==> config.mk <==
export PLATFORM = sky130hd
export DESIGN_NAME = pipelined_magnitude_comparator
export DESIGN_NICKNAME = d
export VERILOG_FILES = /design/src/rtl/pipelined_magnitude_comparator.sv
export SDC_FILE = /design/constraint.sdc
export NUM_CORES = 1
export LEC_CHECK = 0
export ABC_AREA = 1
export BUFFER_PORTS_ARGS = -buffer_cell sky130_fd_sc_hd__buf_2
export CAP_MARGIN = 20
export CORE_MARGIN = 8
export CORE_UTILIZATION = 55
export CTS_CLUSTER_SIZE = 24
export DETAILED_ROUTE_END_ITERATION = 10
export MAX_ROUTING_LAYER = met4
export PLACE_DENSITY = 0.85
export SLEW_MARGIN = 25
export SYNTH_ARGS = -nofsm -noshare
export SYNTH_HDL_FRONTEND = slang
export SYNTH_SLANG_ARGS = --single-unit
==> constraint.sdc <==
create_clock -name clk -period 2.4 [get_ports clk]
set_clock_uncertainty 0.15 [all_clocks]
set_input_delay 0.24 -clock clk [delete_from_list [all_inputs] [get_ports clk]]
set_output_delay 0.24 -clock clk [all_outputs]
set_load 0.02 [all_outputs]
==> src/rtl/pipelined_magnitude_comparator.sv <==
// Pipelined MSB-first magnitude comparator with valid/ready flow control.
// Optional two's-complement mode is built only when PMC_SIGNED_EN is defined.
//
// Parameters:
//   WIDTH  operand width; must be a multiple of SLICE
//   SLICE  bits compared per stage; STAGES = WIDTH / SLICE
// Ports:
//   clk, rst           rising-edge clock, async active-high reset
//   in_valid/in_ready  input handshake for A, B, is_signed
//   A, B               WIDTH-bit operands
//   is_signed          1 = signed compare (ignored without PMC_SIGNED_EN)
//   out_valid/out_ready output handshake
//   Y2, Y1, Y0         one-hot A>B, A==B, A<B (registered)
module pipelined_magnitude_comparator #(
  parameter int WIDTH = 16,
  parameter int SLICE = 4
) (
  input  logic             clk,
  input  logic             rst,
  input  logic             in_valid,
  output logic             in_ready,
  input  logic [WIDTH-1:0] A,
  input  logic [WIDTH-1:0] B,
  input  logic             is_signed,
  output logic             out_valid,
  input  logic             out_ready,
  output logic             Y2,
  output logic             Y1,
  output logic             Y0
);

  localparam int STAGES = WIDTH / SLICE;

  // {gt, eq, lt} encodings
  localparam logic [2:0] RES_GT = 3'b100;
  localparam logic [2:0] RES_EQ = 3'b010;
  localparam logic [2:0] RES_LT = 3'b001;

  logic                          stall;
  logic [WIDTH-1:0]              msb_flip;

  logic [STAGES-1:0][WIDTH-1:0]  ain;
  logic [STAGES-1:0][WIDTH-1:0]  bin;
  logic [STAGES-1:0][2:0]        rin;

  logic [STAGES-1:0]             vld_d;
  logic [STAGES-1:0]             vld_q;
  logic [STAGES-1:0][2:0]        res_d;
  logic [STAGES-1:0][2:0]        res_q;
  logic [STAGES-1:0][WIDTH-1:0]  a_d;
  logic [STAGES-1:0][WIDTH-1:0]  a_q;
  logic [STAGES-1:0][WIDTH-1:0]  b_d;
  logic [STAGES-1:0][WIDTH-1:0]  b_q;

  // Global stall: the whole pipe freezes when the head is blocked.
  assign stall    = vld_q[STAGES-1] && !out_ready;
  assign in_ready = !stall;

  // Signed compare reduces to unsigned once both MSBs are inverted.
`ifdef PMC_SIGNED_EN
  always_comb begin
    msb_flip          = '0;
    msb_flip[WIDTH-1] = is_signed;
  end
`else
  logic unused_is_signed;
  assign unused_is_signed = is_signed;
  assign msb_flip         = '0;
`endif

  // Stage inputs: stage 0 from the ports, others from the previous stage.
  always_comb begin
    ain      = '0;
    bin      = '0;
    rin      = '0;
    vld_d    = '0;
    ain[0]   = A ^ msb_flip;
    bin[0]   = B ^ msb_flip;
    rin[0]   = RES_EQ;
    vld_d[0] = in_valid;
    for (int k = 1; k < STAGES; k++) begin
      ain[k]   = a_q[k-1];
      bin[k]   = b_q[k-1];
      rin[k]   = res_q[k-1];
      vld_d[k] = vld_q[k-1];
    end
  end

  // Each stage resolves its top slice; operands shift up so the
  // next slice always sits in the top SLICE bits.
  always_comb begin
    logic [SLICE-1:0] sa;
    logic [SLICE-1:0] sb;
    sa    = '0;
    sb    = '0;
    res_d = '0;
    a_d   = '0;
    b_d   = '0;
    for (int k = 0; k < STAGES; k++) begin
      sa     = ain[k][WIDTH-1 -: SLICE];
      sb     = bin[k][WIDTH-1 -: SLICE];
      a_d[k] = ain[k] << SLICE;
      b_d[k] = bin[k] << SLICE;
      // Bubbles carry 000 so the outputs read zero when not valid.
      if (vld_d[k]) begin
        if (!rin[k][1]) begin
          res_d[k] = rin[k];
        end else begin
          unique case (1'b1)
            (sa > sb):  res_d[k] = RES_GT;
            (sa == sb): res_d[k] = RES_EQ;
            (sa < sb):  res_d[k] = RES_LT;
          endcase
        end
      end
    end
  end

  always_ff @(posedge clk or posedge rst) begin
    if (rst) begin
      vld_q <= '0;
      res_q <= '0;
      a_q   <= '0;
      b_q   <= '0;
    end else if (!stall) begin
      vld_q <= vld_d;
      res_q <= res_d;
      a_q   <= a_d;
      b_q   <= b_d;
    end
  end

  // Operands leaving the last stage have no further use.
  logic unused_tail;
  assign unused_tail = ^{a_q[STAGES-1], b_q[STAGES-1]};

  assign out_valid    = vld_q[STAGES-1];
  assign {Y2, Y1, Y0} = res_q[STAGES-1];

endmodule

# Word-level counts from Yosys, hierarchy flattened
# Index checks and enable logic that the tools add are counted.
# totals
ff_bits	64
in_bits	37
out_inout_bits	5
wordCells	37
# classes
order_cmp	8
eq_ne	4
muxes	11
reduce_logical	3
# op_table
op	count
$pmux 3 s3	4
$mux 3	7
$eq 4x4->1	4
$gt 4x4->1	4
$lt 4x4->1	4
$logic_not 1->1	2
$logic_and 1x1->1	1

# Logic depth before layout (Yosys ltp)
# Gate-level depths: netlist (run 1).
# depth
ltp_word	4
ltp_mapped	10
depth_no_buf	10

# Worst setup path before layout (run 1)
# No wires, ideal clock.
# synth_timing
path_type	reg-to-output
from	reg vld_q[3]
to	out in_ready
t_arrival_ns	0.897
required_ns	2.010
slack_ns	1.113
path_stages_with_launch	4
n_path_buf	2
path_cell_list	dfrtp_1 nand2_4 buf_6 buf_4
# synth_via
elab_chain_len	2
# synth_lines
item	line	source
from (decl)	47	logic [STAGES-1:0] vld_q;
from (signal assigned)	126	vld_q <= vld_d;
$logic_and 1x1->1	56	assign stall = vld_q[STAGES-1] && !out_ready;
$logic_not 1->1	--	
to (decl)	21	output logic in_ready,
# No other way between the ends.

# Final worst setup path (run 1)
# Ends and elaborated chain as after synthesis.

==> results.py, run 1 <==
metrics = {
    "power": {
        "power_mw": 3.71,
        "internal-power_mw": 2.45,
        "sequentialPowerShare": 0.432,
        "clockPowerShare": 0.273,
        "p_per_area_nw_per_um2": 1030,
        "swShare": 0.339,
        "p_sw_mw": 1.26,
        "irDropWorstVdd_v": 0.000608,
        "pwr-share-comb": 0.295,
        "power.static_leakage_nw": 2.01,
    },
    "clocking": {
        "root_buffer": "clkbuf_8",
        "ctsHoldBuffers": 25,
        "cts.clk_slew.worst_paths_ns": 0.07,
        "cts_resized": 0,
        "post_cts_buffers": 0,
        "cts_htree_levels": 3,
        "numCtsBuffers": 9,
        "cts_buffer_depth": 2,
        "clock_sinks": 64,
        "clkLatencyLatePin_ns": 0.34,
        "cts_tree": "built",
    },
    "logic_synthesis": {
        "ys_types": 18,
        "synth-edff-count": 0,
        "synth_common_cells": "152 x nand2_1, 64 x dfrtp_1, 45 x inv_1",
        "netlist.area_leader.share": 0.551,
        "ys_ff_latch": 64,
        "synth_top_flop_cell": "dfrtp_1",
        "synth_async_sr_flop_share": 1.00,
        "netlist_instances": 344,
        "seq_area_frac_synth": 0.551,
        "yosysWarnings": 0,
        "syn_nets": 397,
        "yosysMostFrequentCell": "nand2_1",
        "yosys.area.top_type": "dfrtp_1",
        "netlist_area_um2": 2910,
        "yosys-top-cells-area": "dfrtp_1 55%, nand2_1 20%, ha_1 6.9%",
        "avgSynthCellArea_um2": 8.45,
    },
    "critical_path": {
        "crit_type": "reg2out",
        "start_kind": "flop",
        "crit_slowest_cell": "buf_4",
        "crit_path_max_fanout": 44,
        "cp.arrival_ns": 1.68,
        "end_kind": "output port",
        "crit_chain": "nand2_4, buf_4, buf_2",
        "required_ns": 2.01,
        "cp_slowest_stage_delay_ns": 0.42,
    },
    "floorplan": {
        "core_area_um2": 5110,
        "start_util": 0.569,
        "dieArea_um2": 7870,
        "die_w_um": 88.7,
        "fp.dieH_um": 88.7,
        "io_pins": 42,
        "row_count": 26,
    },
    "layout": {
        "ff_latch_area_um2": 1600,
        "final_nets": 465,
        "multi_input_area_um2": 1040,
        "drive_gt1_frac": 0.146,
        "fin_area_um2": 3610,
        "post-route-util": 0.707,
        "syn2layout_area_growth_pct": 24.1,
        "num-fill-cells": 379,
        "insertedDiodeCount": 0,
    },
    "sta": {
        "tightest_slew_ns": 0.487,
        "relSlewSlack": 0.675,
        "hold_viol": 0,
        "layout_min_cycle_time_ns": 2.07,
        "slew_violations": 0,
        "fin_crit_sh": 0.863,
        "rsz0062_at_grt": "no",
        "totalNegativeSetupSlack_ns": 0,
        "fmax_mhz": 483,
        "setup_violations": 0,
    },
    "global_routing": {
        "grt_remaining_overflow": 0,
        "grt_pass1_wl_um": 10400,
        "grt_max_degree": 45,
        "grtUsageTotal": 0.177,
        "grt_pass1_vias": 2387,
        "antenna_found_initial": 0,
    },
    "detailed_routing": {
        "drc": 0,
        "drtIter0Drc": 128,
        "vias": 2339,
        "first_pass_iters": 4,
        "viasPerCell": 4.80,
        "post_drt_wl_per_cell_um": 12.7,
        "wl_um": 6170,
        "drtAntennaViolNets": 0,
    },
    "place": {
        "gp_congestion": 0.794,
        "placed_cell_area_um2": 3150,
        "dp.final_hpwl_um": 3790,
        "io_buffers": 40,
    },
    "status": {
        "status": "complete, no violations",
    },
    "min_path": {
        "min_path_type": "in2reg",
    },
    "flow_run": {
        "maxCapViolations": 0,
    },
}
through the flow:
step / cells / hold WS [ns] / worst slack, ns
2_1_floorplan: 344 / 0.207 / 0.412
3_3_place_gp: 446 / 0.133 / 0.736
3_5_place_dp: 446 / 0.131 / 0.709
4_1_cts: 487 / 0.0260 / 0.349
5_1_grt: 487 / 0.0416 / 0.249
6_report: 487 / 0.0290 / 0.329
per-layer routing:
| metal | track usage | part of all wire | wire length [um] |
|---|---|---|---|
| met5 | - | 0 | 0 |
| met4 | 0.0737 | 0.018 | 110 |
| met3 | 0.0334 | 0.035 | 216 |
| met2 | 0.318 | 0.53 | 3280 |
| met1 | 0.185 | 0.42 | 2560 |
critical path, delay by kind of cell, from the launching register on:
kind / cells / cell delay, ns
simple gates: 1 / 0.25
buf+inv: 2 / 0.67
flops: 1 / 0.41
cell families (layout without fill, tap and decap cells):
| group | after synthesis | in the layout | synth area share |
|---|---|---|---|
| compound gates | 34 | 34 | 0.0602 |
| fa+ha+maj | 16 | 16 | 0.0688 |
| flops | 64 | 64 | 0.551 |
| simple gates | 171 | 171 | 0.228 |
| buf+inv | 59 | 132 | 0.0925 |
flip-flops by register name, summed over array words and instances, names as in the netlist:
signal,cells
Y0,1
Y1,1
Y2,1
a_d,12
a_q,12
b_d,12
b_q,12
res_q,9
vld_q,4
final timing paths:
path	startpoint	to	slack (ns)	depth (start not counted)
worst min register to register	vld_q[1]	vld_q[1]	0.32	2
min in group asynchronous	rst	a_d[47]	0.32	3
max in group asynchronous	rst	a_d[31]	1.11	4
worst max register to register	vld_q[3]	res_q[8]	0.66	6
worst min-delay path	in_valid	res_q[1]	0.03	3
worst max-delay path	vld_q[3]	in_ready	0.33	3
area by class of cell:
type | count | share of cell area
inverter | 47 | 0.0489
tap | 70 | 0.0243
clock buffer | 13 | 0.0412
multi-input combinational | 221 | 0.287
timing repair buffer | 69 | 0.137
clock inverter | 3 | 0.0180
sequential | 64 | 0.444
power by group through the flow:
stage / Combinational, mW / Sequential [mW] / Clock [mW]
after floorplan: 0.829 / 1.59 / 0
after global placement: 0.983 / 1.60 / 0
after detailed placement: 1.04 / 1.62 / 0
after CTS: 1.09 / 1.60 / 1.01
after global routing: 1.29 / 1.64 / 1.06
final: 1.09 / 1.60 / 1.01
layout by cell type (no fill, tap or decap):
cell           synthesis  routed
nand2_1              152     152
dfrtp_1               64      64
inv_1                 45      44
buf_2                  5      40
o21ai_0               29      29
dlygate4sd3_1          0      25
ha_1                  16      16
nor2_1                11      11
clkbuf_8               0      10
nand3_1                4       4
inv_2                  2       3
nand4_1                3       3
clkbuf_1               1       3
buf_4                  1       3
o22ai_1                2       2
bufinv_16              0       2
nand2_4                1       1
o21bai_1               1       1
a21oi_1                1       1
o21ai_1                1       1
clkinv_2               0       1
buf_12                 0       1
No activity file was read; power rests on OpenSTA's default activity.
==> run 2: changes to the inputs <==
Settings changed: CELL_PAD_IN_SITES_DETAIL_PLACEMENT set to 2, CELL_PAD_IN_SITES_GLOBAL_PLACEMENT set to 2, CORE_UTILIZATION 55 to 34, PLACE_DENSITY 0.85 to 0.87.
==> run 2 against run 1 <==
- the run now ends with hold timing left
- critical path depth stayed put
- sequential share of layout area fell by 0.56 points
- via count grew 3.6%
- first-iteration DRC count fell by 44%
- die area rose by 50%
- global-route usage is 2.6 points lower
- sequential power about the same
- final area grew 1.3%
- utilization fell by 26 points
- register-to-register slack better by 0.28 ns
- highest routed layer unchanged
==> results.py, run 2 (synthesis results as in run 1) <==
metrics = {
    "critical_path": {
        "ff2ff_path_depth": 6,
        "rr_endpoint": "res_q[5]",
        "required_ns": 2.01,
        "crit_type": "reg2out",
        "r2r_start": "vld_q[3]",
        "cp.arrival_ns": 1.37,
        "r2r_setup_slack_ns": 0.94,
        "end_kind": "output port",
        "crit_path_max_fanout": 71,
        "start_kind": "flop",
    },
    "power": {
        "sequentialPowerShare": 0.423,
        "internal-power_mw": 2.46,
        "p_sw_mw": 1.36,
        "p_per_area_nw_per_um2": 1050,
        "pwr-share-comb": 0.302,
        "power.static_leakage_nw": 2.01,
        "swShare": 0.356,
        "irDropWorstVdd_v": 0.000331,
        "clockPowerShare": 0.275,
        "power_mw": 3.82,
    },
    "detailed_routing": {
        "viasPerCell": 4.66,
        "drtIter0Drc": 72,
        "first_pass_iters": 4,
        "post_drt_wl_per_cell_um": 15.0,
        "wl_um": 7800,
        "drc": 0,
        "vias": 2423,
        "drtAntennaViolNets": 0,
    },
    "sta": {
        "layout_min_cycle_time_ns": 1.76,
        "tightest_slew_ns": 0.839,
        "rsz0062_at_grt": "no",
        "hold_viol": 8,
        "setup_violations": 0,
        "slew_violations": 0,
        "fmax_mhz": 569,
        "fin_crit_sh": 0.732,
        "relSlewSlack": 0.441,
        "whs_ns": -0.0217,
        "totalNegativeSetupSlack_ns": 0,
    },
    "status": {
        "status": "complete, but fails checks",
        "violations": "hold timing",
    },
    "global_routing": {
        "gr-usage-met2": 0.266,
        "grt_pass1_wl_um": 13600,
        "grt_remaining_overflow": 0,
        "grt_max_degree": 72,
        "grtUsageTotal": 0.151,
        "gr-max-usage-layer": "met2",
        "grt_pass1_vias": 2800,
        "met1_usage": 0.169,
        "antenna_found_initial": 0,
        "gr-usage-met3": 0.0297,
    },
    "min_path": {
        "min_path_type": "in2async",
    },
    "flow_run": {
        "maxCapViolations": 0,
    },
    "layout": {
        "layout_commonest_cell": "nand2_1",
        "syn2layout_area_growth_pct": 25.7,
        "drive_gt1_frac": 0.149,
        "layout_common_cells": "152 x nand2_1, 64 x dfrtp_1, 44 x inv_1",
        "insertedDiodeCount": 0,
        "final_nets": 463,
        "instances_no_fill": 520,
    },
    "clocking": {
        "cts_tree": "built",
        "cts_buffer_depth": 2,
        "cts.clk_slew.worst_paths_ns": 0.08,
        "numCtsBuffers": 9,
        "root_buffer": "clkbuf_8",
        "clkLatencyLatePin_ns": 0.34,
        "cts_resized": 0,
        "cts_htree_levels": 3,
        "post_cts_buffers": 0,
        "clock_sinks": 64,
    },
    "floorplan": {
        "fp.dieH_um": 108,
        "die_w_um": 108,
        "dieArea_um2": 11800,
        "start_util": 0.352,
        "core_area_um2": 8260,
        "row_count": 33,
        "io_pins": 42,
    },
    "place": {
        "dpl.cell_count": 480,
        "dp.final_hpwl_um": 4790,
        "io_buffers": 40,
        "gp_congestion": 0.745,
    },
}
==> run 2: changes by cell type in the layout (fill, tap and decap cells not counted) <==
| cell | change |
|---|---|
| clkbuf_1 | -2 |
| buf_4 | -2 |
| buf_12 | +1 |
| dlygate4sd3_1 | -1 |
| clkinvlp_4 | +2 |
==> run 2: per-stage QoR <==
step                      worst slack (ns)  instance area [um2]  hold slack, ns   util
after global routing                 0.581                 3660          0.0465  0.443
after floorplan                      0.412                 2910           0.207      -
after global placement               0.974                 3190           0.291  0.387
after CTS                            0.620                 3660          0.0107  0.443
final                                0.643                 3660         -0.0217  0.443
after detailed placement             0.929                 3190           0.301  0.387
==> run 2: routing by layer <==
| metal | vias up | part of all wire |
|---|---|---|
| met5 | - | 0 |
| met4 | 0 | 0.011 |
| met3 | 8 | 0.026 |
| met2 | 30 | 0.53 |
| met1 | 1210 | 0.43 |
| li1 | 1175 | - |
==> run 2: worst max path at each step <==
stage,end,cells after the start,slack (ns),from
3_3_place_gp,res_q[8],6,0.97,vld_q[3]
3_5_place_dp,a_q[47],5,0.93,vld_q[3]
2_1_floorplan,Y0,1,0.41,rst
4_1_cts,in_ready,3,0.62,vld_q[3]
5_1_grt,in_ready,3,0.58,vld_q[3]
6_report,in_ready,3,0.64,vld_q[3]
==> run 2: critical path: stages, from the launching register on <==
cell and delay [ns]:
dfrtp_1 0.41, nand2_4 0.10, buf_12 0.26, buf_2 0.23
==> run 2: final cells by class <==
cell class	instances	area (um2)
clock buffers	11	141
clock inverters	5	80.1
fillers	939	4600
inverters	47	176
multi-input cells	221	1040
flip-flops and latches	64	1600
well taps	105	131
repair buffers	67	488
==> run 2: power by group through the flow <==
| stage | clock [mW] | combinational (mW) | sequential [mW] |
|---|---|---|---|
| 3_5_place_dp | 0 | 1.13 | 1.63 |
| 6_report | 1.05 | 1.16 | 1.62 |
| 5_1_grt | 1.13 | 1.37 | 1.66 |
| 4_1_cts | 1.08 | 1.19 | 1.62 |
| 2_1_floorplan | 0 | 0.829 | 1.59 |
| 3_3_place_gp | 0 | 1.05 | 1.61 |
==> run 2: timing repair <==
item                                   4_1_cts  5_1_grt
endpoints found under the hold margin       24        0
setup endpoints to repair                    0        0
hold buffers                                24        0
